$ cat config.mk
export PLATFORM = sky130hd
export DESIGN_NAME = muldiv_ctrl
export DESIGN_NICKNAME = d
export VERILOG_FILES = /design/src/rtl/muldiv_pkg.sv /design/src/rtl/muldiv_step.sv /design/src/rtl/muldiv_ctrl.sv
export SDC_FILE = /design/constraint.sdc
export NUM_CORES = 1
export LEC_CHECK = 0
export CAP_MARGIN = 20
export CORE_MARGIN = 8
export CORE_UTILIZATION = 55
export CTS_BUF_LIST = sky130_fd_sc_hd__clkbuf_8
export DETAILED_ROUTE_END_ITERATION = 16
export HOLD_SLACK_MARGIN = 0.03
export PLACE_DENSITY = 0.82
export SKIP_LAST_GASP = 1
export SYNTH_ARGS = -nofsm -noshare
export SYNTH_HDL_FRONTEND = slang
export SYNTH_SLANG_ARGS = --single-unit
$ cat constraint.sdc
create_clock -name clk -period 13.1 [get_ports clk]
set_clock_uncertainty 0.1 [all_clocks]
set_input_delay 1.965 -clock clk [delete_from_list [all_inputs] [get_ports clk]]
set_output_delay 1.965 -clock clk [all_outputs]
set_load 0.03 [all_outputs]
$ cat src/rtl/muldiv_pkg.sv
// Shared constants, state encoding and sign helpers for the EX-stage multiply/divide sequencer.
// The optional single-cycle multiplier is selected by defining MULDIV_FAST_MUL_EN.
package muldiv_pkg;

    localparam int DATA_W = 32;
    localparam int ITER   = 32;
    localparam int CNT_W  = 6;

    localparam logic [DATA_W-1:0] DIV0_LO = 32'hFFFF_FFFF;

    typedef enum logic [1:0] {
        ST_IDLE = 2'd0,
        ST_RUN  = 2'd1,
        ST_FIX  = 2'd2
    } state_t;

    function automatic logic [DATA_W-1:0] neg_op(input logic [DATA_W-1:0] v);
        neg_op = (~v) + 32'd1;
    endfunction

    // 0x80000000 maps onto itself, which is the correct unsigned magnitude.
    function automatic logic [DATA_W-1:0] abs_op(input logic [DATA_W-1:0] v,
                                                 input logic              is_signed);
        if (is_signed && v[DATA_W-1]) begin
            abs_op = neg_op(v);
        end else begin
            abs_op = v;
        end
    endfunction

endpackage

$ cat src/rtl/muldiv_step.sv
// One combinational radix-2 iteration: shift-add multiply step or restoring divide step
// on the shared {upper, lower} accumulator.
module muldiv_step
    import muldiv_pkg::*;
(
    input  logic                  i_div,
    input  logic [2*DATA_W-1:0]   i_acc,
    input  logic [DATA_W-1:0]     i_opnd,
    output logic [2*DATA_W-1:0]   o_acc
);

    logic [DATA_W:0]     w_sum;
    logic [2*DATA_W:0]   w_shl;
    logic [DATA_W:0]     w_top;
    logic [DATA_W-1:0]   w_diff;

    // Multiply: add multiplicand into the upper half when the multiplier LSB is set, then shift right.
    // Divide: shift left, trial-subtract the divisor from the 33-bit partial remainder, restore on borrow.
    always_comb begin
        w_sum  = {1'b0, i_acc[2*DATA_W-1:DATA_W]} +
                 (i_acc[0] ? {1'b0, i_opnd} : {(DATA_W+1){1'b0}});
        w_shl  = {i_acc, 1'b0};
        w_top  = w_shl[2*DATA_W:DATA_W];
        w_diff = w_top[DATA_W-1:0] - i_opnd;
        if (i_div) begin
            if (w_top >= {1'b0, i_opnd}) begin
                o_acc = {w_diff, w_shl[DATA_W-1:1], 1'b1};
            end else begin
                o_acc = w_shl[2*DATA_W-1:0];
            end
        end else begin
            o_acc = {w_sum, i_acc[DATA_W-1:1]};
        end
    end

endmodule

$ cat src/rtl/muldiv_ctrl.sv
// Multi-cycle multiply/divide sequencer owning HI/LO; stalls the pipe while busy.
// Define MULDIV_FAST_MUL_EN to compute multiplies in a single RUN cycle.
module muldiv_ctrl
    import muldiv_pkg::*;
(
    input  logic              clk,
    input  logic              reset,
    input  logic              start,
    input  logic              multiply,
    input  logic              div,
    input  logic              unsign,
    input  logic [DATA_W-1:0] src_a,
    input  logic [DATA_W-1:0] src_b,
    input  logic              cancel,
    input  logic              hi_we,
    input  logic              lo_we,
    input  logic [DATA_W-1:0] wdata,
    output logic              stall,
    output logic              busy,
    output logic              done,
    output logic [DATA_W-1:0] hi_out,
    output logic [DATA_W-1:0] lo_out
);

    state_t                r_state;
    state_t                w_state_nxt;
    logic [CNT_W-1:0]      r_cnt;
    logic [2*DATA_W-1:0]   r_acc;
    logic [DATA_W-1:0]     r_opnd;
    logic                  r_is_div;
    logic                  r_neg_lo;
    logic                  r_neg_hi;
    logic [DATA_W-1:0]     r_hi;
    logic [DATA_W-1:0]     r_lo;
    logic                  r_done;

    logic                  w_req;
    logic                  w_accept;
    logic                  w_is_div_op;
    logic                  w_div0;
    logic                  w_signed;
    logic [DATA_W-1:0]     w_abs_a;
    logic [DATA_W-1:0]     w_abs_b;
    logic [2*DATA_W-1:0]   w_step_acc;
    logic [2*DATA_W-1:0]   w_run_acc;
    logic                  w_fast;
    logic [2*DATA_W-1:0]   w_prod;
    logic [DATA_W-1:0]     w_fix_hi;
    logic [DATA_W-1:0]     w_fix_lo;

    assign w_req       = start & (multiply | div);
    assign w_accept    = (r_state == ST_IDLE) & w_req & ~cancel;
    assign w_is_div_op = div & ~multiply;
    assign w_div0      = w_is_div_op & (src_b == 32'd0);
    assign w_signed    = ~unsign;
    assign w_abs_a     = abs_op(src_a, w_signed);
    assign w_abs_b     = abs_op(src_b, w_signed);

    assign stall  = ((r_state == ST_IDLE) & w_req) | (r_state != ST_IDLE);
    assign busy   = (r_state != ST_IDLE);
    assign done   = r_done;
    assign hi_out = r_hi;
    assign lo_out = r_lo;

    muldiv_step u_step (
        .i_div  (r_is_div),
        .i_acc  (r_acc),
        .i_opnd (r_opnd),
        .o_acc  (w_step_acc)
    );

`ifdef MULDIV_FAST_MUL_EN
    assign w_fast    = ~r_is_div;
    assign w_run_acc = r_is_div ? w_step_acc
                                : ({32'd0, r_acc[DATA_W-1:0]} * {32'd0, r_opnd});
`else
    assign w_fast    = 1'b0;
    assign w_run_acc = w_step_acc;
`endif

    // Sign correction applied in FIX; divide-by-zero results are loaded raw with both flags clear.
    always_comb begin
        w_prod = (~r_acc) + 64'd1;
        if (r_is_div) begin
            w_fix_lo = r_neg_lo ? neg_op(r_acc[DATA_W-1:0])        : r_acc[DATA_W-1:0];
            w_fix_hi = r_neg_hi ? neg_op(r_acc[2*DATA_W-1:DATA_W]) : r_acc[2*DATA_W-1:DATA_W];
        end else if (r_neg_lo) begin
            w_fix_lo = w_prod[DATA_W-1:0];
            w_fix_hi = w_prod[2*DATA_W-1:DATA_W];
        end else begin
            w_fix_lo = r_acc[DATA_W-1:0];
            w_fix_hi = r_acc[2*DATA_W-1:DATA_W];
        end
    end

    // State register.
    always_ff @(posedge clk or posedge reset) begin
        if (reset) begin
            r_state <= ST_IDLE;
        end else begin
            r_state <= w_state_nxt;
        end
    end

    // Next-state logic.
    always_comb begin
        w_state_nxt = r_state;
        case (r_state)
            ST_IDLE: begin
                if (w_accept) begin
                    w_state_nxt = w_div0 ? ST_FIX : ST_RUN;
                end else begin
                    w_state_nxt = ST_IDLE;
                end
            end
            ST_RUN: begin
                if (cancel) begin
                    w_state_nxt = ST_IDLE;
                end else if (w_fast || (r_cnt == CNT_W'(ITER - 1))) begin
                    w_state_nxt = ST_FIX;
                end else begin
                    w_state_nxt = ST_RUN;
                end
            end
            ST_FIX:  w_state_nxt = ST_IDLE;
            default: w_state_nxt = ST_IDLE;
        endcase
    end

    // Operand capture, iteration datapath, HI/LO writeback and done pulse.
    always_ff @(posedge clk or posedge reset) begin
        if (reset) begin
            r_cnt    <= {CNT_W{1'b0}};
            r_acc    <= 64'd0;
            r_opnd   <= 32'd0;
            r_is_div <= 1'b0;
            r_neg_lo <= 1'b0;
            r_neg_hi <= 1'b0;
            r_hi     <= 32'd0;
            r_lo     <= 32'd0;
            r_done   <= 1'b0;
        end else begin
            r_done <= 1'b0;
            case (r_state)
                ST_IDLE: begin
                    if (w_accept) begin
                        r_cnt    <= {CNT_W{1'b0}};
                        r_is_div <= w_is_div_op;
                        r_opnd   <= w_abs_b;
                        if (w_div0) begin
                            r_acc    <= {src_a, DIV0_LO};
                            r_neg_lo <= 1'b0;
                            r_neg_hi <= 1'b0;
                        end else begin
                            r_acc    <= {32'd0, w_abs_a};
                            r_neg_lo <= w_signed & (src_a[DATA_W-1] ^ src_b[DATA_W-1]);
                            r_neg_hi <= w_signed & src_a[DATA_W-1];
                        end
                    end else begin
                        if (hi_we) begin
                            r_hi <= wdata;
                        end
                        if (lo_we) begin
                            r_lo <= wdata;
                        end
                    end
                end
                ST_RUN: begin
                    if (!cancel) begin
                        r_acc <= w_run_acc;
                        r_cnt <= r_cnt + 6'd1;
                    end
                end
                ST_FIX: begin
                    if (!cancel) begin
                        r_hi   <= w_fix_hi;
                        r_lo   <= w_fix_lo;
                        r_done <= 1'b1;
                    end
                end
                default: begin
                    r_done <= 1'b0;
                end
            endcase
        end
    end

endmodule

==> metrics.cfg <==
[run_status]
status=completed

[grt]
antenna_found_initial=0
grt_first_pass_wirelength_mm=80.9
grtUsageTotal=0.310
grt_max_degree=100
grt.overflow.total=0
grt_pass1_vias=14500

[route]
post_drt_wl_per_cell_um=21.9
drt_iter0_drc=1654
postRouteAntennaNets=0
viasPerCell=6.36
drc=0
first_pass_iters=6
vias=14900
drt-total-wl_mm=51.4

[critical_path]
worstSetupPathType=input pin to output pin
endpoint_kind=output pin
cp.required_ns=11.03
start_kind=input pin
cp_data_arrival_time_ns=3.58
cp_max_fo=3

[clocking]
htreeDepth=4
clk_latency_ns=0.50
clkTransAtPathRegs_ns=0.10
cts_buffers=17
cts.sinks=172
post_cts_resized=0
cts_buffer_depth=2
holdBufCountCts=0
postCtsSetupBuffers=0
cts_tree=done
cts-root-buf=clkbuf_8

[min_path]
worstHoldPathType=flop to flop

[synthesis]
ys_types=81
synth-async-reset-ratio=1.00
yosysWarnings=0
netlist_instances=1897
syn_nets=2073
synth_area_mm2=0.0148
ys_seq_area_frac=0.292
synth_edf_count=0
synth.avg_cell_area_um2=7.78
synthFlopType=dfrtp_1
yosys_register_bits=172

[die]
die_area_mm2=0.0323
io-pin-count=172
start_util=0.554
die_y_um=180
die_w_um=180
core_area_mm2=0.0267
num_rows=60

[timing]
fmax_mhz=177
max_slew_margin=0.280
tightest_slew_ns=1.08
fin_setup_tns_ns=0
period_needed_ns=5.65
finalSetupViolCount=0
rsz0062_at_grt=no
maxSlewViolCount=0
hold_viol_final=0
fin_crit_sh=0.431

[power]
swShare=0.539
peakVddDrop_mv=0.106
p_int_uw=2130
p_leak_uw=0.00720
powerDensity_mw_per_mm2=272
seq_power_share=0.242
net-switching-power_uw=2490
p_clk_frac=0.085
pwr-share-comb=0.673
power_uw=4630

[finish]
drive_gt1_frac=0.0508
nFillCells=2311
final_cell_mix=221 x nand2_1, 192 x o21ai_0, 177 x nor2_1
postLayoutCellArea_mm2=0.0170
final_common_cell=nand2_1
area_growth_syn_to_layout_pct=15.3
fin_util=0.638
antenna_cells=0
final_nets=2170
instances_no_fill=2347

[placement]
dp_hpwl_mm=39.7
dp.cells=2316
io_buffers=171
routabilityCongestion=0.979
place_area_mm2=0.0166

[job]
maxCapViolations=0

routing by layer:
layer / global-route usage / vias to the layer above / part of all wire
met4: 0.182 / 0 / 0.061
met2: 0.503 / 795 / 0.45
li1: - / 6983 / -
met3: 0.0560 / 175 / 0.085
met5: 0 / - / 0
met1: 0.382 / 6978 / 0.40
logic make-up (layout without fill, tap and decap cells):
kind of cell / Yosys count / in the layout / share of synthesized area
AND/OR/NAND/NOR: 638 / 638 / 0.203
AO/OA/AOI/OAI: 595 / 595 / 0.250
buffers and inverters: 188 / 297 / 0.0493
XOR/XNOR: 172 / 172 / 0.102
flip-flops: 172 / 172 / 0.292
adder cells (fa/ha/maj): 71 / 71 / 0.0612
multiplexers: 61 / 61 / 0.0431
sequential cells by signal, summed over array words and instances, names as in the netlist:
signal    flops
hi_out       32
lo_out       32
done          1
r_opnd       32
r_acc        64
r_neg_lo      1
r_cnt         6
r_is_div      1
r_state       2
r_neg_hi      1
stage by stage:
stage / hold slack (ns) / setup WS, ns
after floorplan: 0.350 / 6.37
after global placement: 0.360 / 7.25
after detailed placement: 0.365 / 7.21
after CTS: 0.392 / 7.43
after global routing: 0.404 / 7.35
final: 0.386 / 7.45
worst paths after layout:
kind / endpoint / slack, ns / cells past startpoint / startpoint
hold / removal: lo_out[16]$_DFFE_PP0P_ / 0.39 / 2 / lo_out[16]$_DFFE_PP0P_
setup / recovery: stall / 7.45 / 4 / div
min in group asynchronous: lo_out[4]$_DFFE_PP0P_ / 1.92 / 2 / reset
setup reg to reg: r_acc[63]$_DFFE_PP0P_ / 8.58 / 13 / r_acc[0]$_DFFE_PP0P_
hold reg to reg: lo_out[16]$_DFFE_PP0P_ / 0.39 / 2 / lo_out[16]$_DFFE_PP0P_
max in group asynchronous: r_acc[53]$_DFFE_PP0P_ / 9.46 / 3 / reset
critical path: stages:
cell             delay, ns
clkdlybuf4s50_1       0.42
o21ai_0               0.38
nand2b_1              0.12
clkdlybuf4s50_1       0.69
power groups by stage:
stage	Combinational, µW	Clock [µW]	Sequential, µW
2_1_floorplan	2030	0	1160
3_3_place_gp	3010	0	1100
3_5_place_dp	3050	0	1120
4_1_cts	3060	389	1100
5_1_grt	3380	407	1150
6_report	3110	391	1120
synthesized netlist by cell type, types with 41 or more instances:
cell type	count	area, µm²
nand2_1	221	830
o21ai_0	192	961
nor2_1	178	668
dfrtp_1	172	4300
a21oi_1	141	706
clkbuf_1	87	327
xnor2_1	87	762
xor2_1	85	744
inv_1	74	278
ha_1	69	863
o31ai_1	42	315
mux2i_1	41	410
nand3_1	41	205
nor3_1	41	205
area by class of cell:
class | instances | area (µm²) | share of cell area
multi-input combinational | 1537 | 9750 | 0.573
sequential | 172 | 4310 | 0.253
timing repair buffer | 190 | 1850 | 0.109
tap | 341 | 427 | 0.0251
inverter | 76 | 290 | 0.0171
clock buffer | 17 | 234 | 0.0138
clock inverter | 14 | 151 | 0.00890
No activity file was read; power rests on OpenSTA's default activity.
